<file path="config.mk">
export PLATFORM = sky130hd
export DESIGN_NAME = vedic_mul52_seq_ctrl
export DESIGN_NICKNAME = d
export VERILOG_FILES = /design/src/rtl/vedic_mul52_seq_ctrl.sv
export SDC_FILE = /design/constraint.sdc
export NUM_CORES = 1
export LEC_CHECK = 0
export ABC_AREA = 1
export CELL_PAD_IN_SITES_DETAIL_PLACEMENT = 1
export CELL_PAD_IN_SITES_GLOBAL_PLACEMENT = 1
export CORE_MARGIN = 2
export CORE_UTILIZATION = 40
export DETAILED_ROUTE_END_ITERATION = 6
export HOLD_SLACK_MARGIN = 0.08
export PLACE_DENSITY_LB_ADDON = 0.1
export SYNTH_ARGS = -nofsm -noshare
export SYNTH_HDL_FRONTEND = slang
export SYNTH_SLANG_ARGS = --single-unit
export TNS_END_PERCENT = 1
</file>
<file path="constraint.sdc">
create_clock -name clk -period 9.1 [get_ports clk]
set_input_delay 0.91 -clock clk [delete_from_list [all_inputs] [get_ports clk]]
set_output_delay 0.91 -clock clk [all_outputs]
set_load 0.05 [all_outputs]
</file>
<file path="src/rtl/vedic_mul52_seq_ctrl.sv">
// 52x52 unsigned mantissa multiplier controller: one shared 26x26 multiplier is
// time-shared over the LL, LH, HL and HH partial products, which are summed in a 104-bit accumulator.
module vedic_mul52_seq_ctrl #(
    parameter bit BYPASS_ZERO = 1'b1
) (
    input  logic          clk,
    input  logic          rst,
    input  logic          in_valid,
    output logic          in_ready,
    input  logic [51:0]   a,
    input  logic [51:0]   b,
    output logic          out_valid,
    input  logic          out_ready,
    output logic [103:0]  mul,
    output logic          busy,
    output logic [25:0]   pp_a,
    output logic [25:0]   pp_b,
    input  logic [51:0]   pp_mul
);

    typedef enum logic [2:0] {IDLE, S_LL, S_LH, S_HL, S_HH, DONE} state_t;

    state_t        state_q, state_d;
    logic [51:0]   a_q, a_d, b_q, b_d;
    logic [103:0]  acc_q, acc_d, mul_q, mul_d;
    logic [103:0]  pp_term;
    logic [6:0]    shift;
    logic          accept;
    logic          is_zero;

    assign in_ready  = (state_q == IDLE) || ((state_q == DONE) && out_ready);
    assign accept    = in_valid && in_ready;
    assign is_zero   = (a == '0) || (b == '0);
    assign out_valid = (state_q == DONE);
    assign busy      = (state_q != IDLE);
    assign mul       = mul_q;

    // Operand halves for the shared multiplier, decoded from state and the latched operands.
    always_comb begin
        pp_a  = '0;
        pp_b  = '0;
        shift = 7'd0;
        unique case (state_q)
            S_LL: begin pp_a = a_q[25:0];  pp_b = b_q[25:0];  shift = 7'd0;  end
            S_LH: begin pp_a = a_q[25:0];  pp_b = b_q[51:26]; shift = 7'd26; end
            S_HL: begin pp_a = a_q[51:26]; pp_b = b_q[25:0];  shift = 7'd26; end
            S_HH: begin pp_a = a_q[51:26]; pp_b = b_q[51:26]; shift = 7'd52; end
            default: ;
        endcase
        pp_term = {52'd0, pp_mul} << shift;
    end

    always_comb begin
        state_d = state_q;
        acc_d   = acc_q;
        mul_d   = mul_q;
        a_d     = a_q;
        b_d     = b_q;
        unique case (state_q)
            S_LL: begin acc_d = acc_q + pp_term; state_d = S_LH; end
            S_LH: begin acc_d = acc_q + pp_term; state_d = S_HL; end
            S_HL: begin acc_d = acc_q + pp_term; state_d = S_HH; end
            S_HH: begin
                acc_d   = acc_q + pp_term;
                mul_d   = acc_q + pp_term;
                state_d = DONE;
            end
            DONE:    if (out_ready) state_d = IDLE;
            default: ;
        endcase
        // An accept in DONE overrides the return to IDLE and starts the next product directly.
        if (accept) begin
            a_d   = a;
            b_d   = b;
            acc_d = '0;
            if (BYPASS_ZERO && is_zero) begin
                state_d = DONE;
                mul_d   = '0;
            end else begin
                state_d = S_LL;
            end
        end
    end

    always_ff @(posedge clk or posedge rst) begin
        if (rst) begin
            state_q <= IDLE;
            acc_q   <= '0;
            mul_q   <= '0;
        end else begin
            state_q <= state_d;
            acc_q   <= acc_d;
            mul_q   <= mul_d;
        end
    end

    // Operand latches only matter once an accept has loaded them.
    always_ff @(posedge clk) begin
        a_q <= a_d;
        b_q <= b_d;
    end

endmodule
</file>
==> impl_metrics.env <==
export IMPL_ys_top_cells_by_area="nand2_1 (22%), dfrtp_1 (21%), edfxtp_1 (12%)"
export IMPL_via_per_inst=5.35
export IMPL_pin_count=319
export IMPL_ant_nets=0
export IMPL_synth_main_ff_cell="dfrtp_1"
export IMPL_min_path_type="reg2reg"
export IMPL_crit_required_ns=9.59
export IMPL_worstMarginPinSlew_ns=1.11
export IMPL_crit_path_frequent_cell="nand2_1"
export IMPL_synth_top_cell_by_area="nand2_1"
export IMPL_grt_pass1_vias=28100
export IMPL_vias=27700
export IMPL_synthXorXnorAreaFrac=0.0215
export IMPL_port_buffers=318
export IMPL_initial_core_util=0.402
export IMPL_cp_end_kind="flop"
export IMPL_cts_root_buf="clkbuf_16"
export IMPL_setup_tns_ns=0
export IMPL_status="finished with violations"
export IMPL_ys_types=53
export IMPL_cts_hold_buf=0
export IMPL_cpPeakStageDelay_ns=0.66
export IMPL_grtUsageTotal=0.374
export IMPL_die_y_um=255
export IMPL_critPathSlowestCell="buf_4"
export IMPL_drc=4
export IMPL_clkLatencyLatePin_ns=0.60
export IMPL_routed_wl_um=123000
export IMPL_grt_max_degree=138
export IMPL_cts_buffers=41
export IMPL_cp_start_kind="flop"
export IMPL_async_reset_ff_frac=0.670
export IMPL_violations="design-rule violations"
export IMPL_synth_top_family_by_area="simple AND/OR/NAND/NOR gates"
export IMPL_overflow=0
export IMPL_cts_tree="built"
export IMPL_use_met2=0.596
export IMPL_grt_pass1_wl_um=182000
export IMPL_fmax_mhz=174
export IMPL_slew_viol_final=0
export IMPL_cts_resized=0
export IMPL_place_congestion=1.03
export IMPL_fin_crit_sh=0.631
export IMPL_met3_usage=0.0855
export IMPL_syn_area_sq_um=25300
export IMPL_grt_use_met1=0.486
export IMPL_post_cts_setup_buffers=0
export IMPL_antenna_found_initial=8
export IMPL_layout_min_cycle_time_ns=5.74
export IMPL_post_dp_hpwl_um=101000
export IMPL_dieArea_sq_um=65300
export IMPL_yosysTopAreaCellShare=0.220
export IMPL_cp_arrival_ns=6.22
export IMPL_seq_area_frac_synth=0.332
export IMPL_nets=4558
export IMPL_grt_busiest_layer="met2"
export IMPL_clock_skew_ns=0.0314
export IMPL_crit_chain="inv_2 > ha_2 > buf_4 > nand2_1 > nor2_1 > a221oi_1 > o21ai_0 > o21ai_0 > ha_1 > nand2_1 > inv_1 > a21oi_1 > nand2_1 > a21oi_1 > nand2_1 > inv_1 > nand2_1 > nand2_1 > nand3_1 > nand2_1 > inv_1"
export IMPL_cts_sink_count=315
export IMPL_syn_nets=4282
export IMPL_num_antenna_cells=0
export IMPL_num_rows=92
export IMPL_rsz0062_at_grt="no"
export IMPL_drive_above_1_share=0.0421
export IMPL_htreeDepth=2
export IMPL_crit_family="simple AND/OR/NAND/NOR gates"
export IMPL_synth_seq_cells=315
export IMPL_hold_viol=0
export IMPL_relSlewSlack=0.255
export IMPL_hold_slack_ns=0.490
export IMPL_synth_edff_count=104
export IMPL_drt_iter0_markers=2439
export IMPL_synth_avg_cell_area_sq_um=6.30
export IMPL_synth_compound_area_frac=0.101
export IMPL_synthCells=4015
export IMPL_area_growth_pct=21.0
export IMPL_setup_violations=0
export IMPL_cts_clk_slew_worst_paths_ns=0.06
export IMPL_synthAdderAreaFrac=0.0532
export IMPL_cp_buffers_inverters=5
export IMPL_synth_mux_area_frac=0
export IMPL_critPathMaxFanout=79
export IMPL_wl_per_cell_um=23.8
export IMPL_drv_cap=0
export IMPL_yosys_area_share_simple=0.363
export IMPL_fp_dieW_um=255
export IMPL_yosysWarnings=0
export IMPL_crit_type="reg2reg"
export IMPL_firstDrtPassIters=7
export IMPL_cts_buffer_depth=3
export IMPL_placeableCoreArea_sq_um=62900
[tightest hold or removal path: cells and delay by family, from the launching register on]
family | cells | cell delay, ns
simple gates | 2 | 0.11
flops | 1 | 0.35
[state kept, by name, indices dropped and copies added, names as in the netlist]
| signal | flops |
|---|---|
| acc_q | 104 |
| state_q | 3 |
| mul | 104 |
| b_q | 52 |
| a_q | 52 |
[per-layer routing]
metal	routed length, um	vias up
met5	38	-
met4	5780	6
met3	10300	225
met2	55300	1041
met1	51500	13400
li1	-	13000
[stage by stage]
step,area (sq um),setup WS (ns),cells,util
2_1_floorplan,25300,2.42,4015,-
3_3_place_gp,29200,3.62,5094,0.465
3_5_place_dp,29200,3.70,5094,0.465
4_1_cts,30600,3.58,5170,0.487
5_1_grt,30600,3.14,5170,0.487
6_report,30600,3.36,5170,0.487
[area by class of cell]
type	instances	area, sq um
Fill cell	8398	32200
Multi-Input combinational cell	2860	13600
Sequential cell	315	8400
Timing Repair Buffer	334	3320
Inverter	739	2790
Clock buffer	51	1100
Tap cell	846	1060
Clock inverter	25	310
[path summary, 6_finish.rpt]
kind	from	cells after the start	end	slack [ns]
min in group asynchronous	rst	2	mul[3]	0.76
min	acc_q[68]	2	acc_q[68]	0.49
min reg2reg	acc_q[68]	2	acc_q[68]	0.49
max	state_q[2]	21	mul[66]	3.36
max reg2reg	state_q[2]	21	mul[66]	3.36
max in group asynchronous	rst	3	acc_q[98]	7.03
[placed cells by master (no fill, tap or decap), types with 22 or more instances in the layout]
cell type	netlist	layout
nor2_2	30	30
ha_1	106	105
a22o_1	28	28
nand4_1	22	22
xnor2_1	42	42
nand2_2	27	26
dfrtp_1	211	211
nand3_1	165	165
o211ai_1	27	27
a21oi_1	122	122
nand2_1	1485	1485
nor2_1	443	443
nor4_1	22	22
clkbuf_16	0	42
edfxtp_1	104	104
clkdlybuf4s50_1	0	318
o21ai_0	162	162
inv_1	729	728
[cells in the mapped netlist, types with 9 or more instances]
master and number:
nand2_2 27, nor4_1 22, a22o_1 28, o21ai_0 162, nand3_2 14, nor3_1 12, buf_2 45, o211ai_1 27
nand3_1 165, buf_4 11, o21ai_1 18, nor3_2 10, xnor2_1 42, a21o_1 10, edfxtp_1 104, dfrtp_1 211
clkbuf_1 37, inv_2 9, xor2_1 20, a21oi_1 122, ha_1 106, nand2_1 1485, o22ai_1 17, o21bai_1 13
inv_1 729, nor2_2 30, a211oi_1 11, nand4_1 22, nor2_1 443
[cell families (layout without fill, tap and decap cells)]
group / Yosys count / count (layout)
AOI/OAI and AO/OA: 436 / 436
xor gates and xnor gates: 62 / 62
adders and majority gates: 107 / 107
buffers and inverters: 840 / 1149
DFF: 315 / 315
and+or+nand+nor: 2255 / 2255
Power is not shown: default switching activity piles up to over one toggle a cycle in this logic, so the estimate is an artifact.
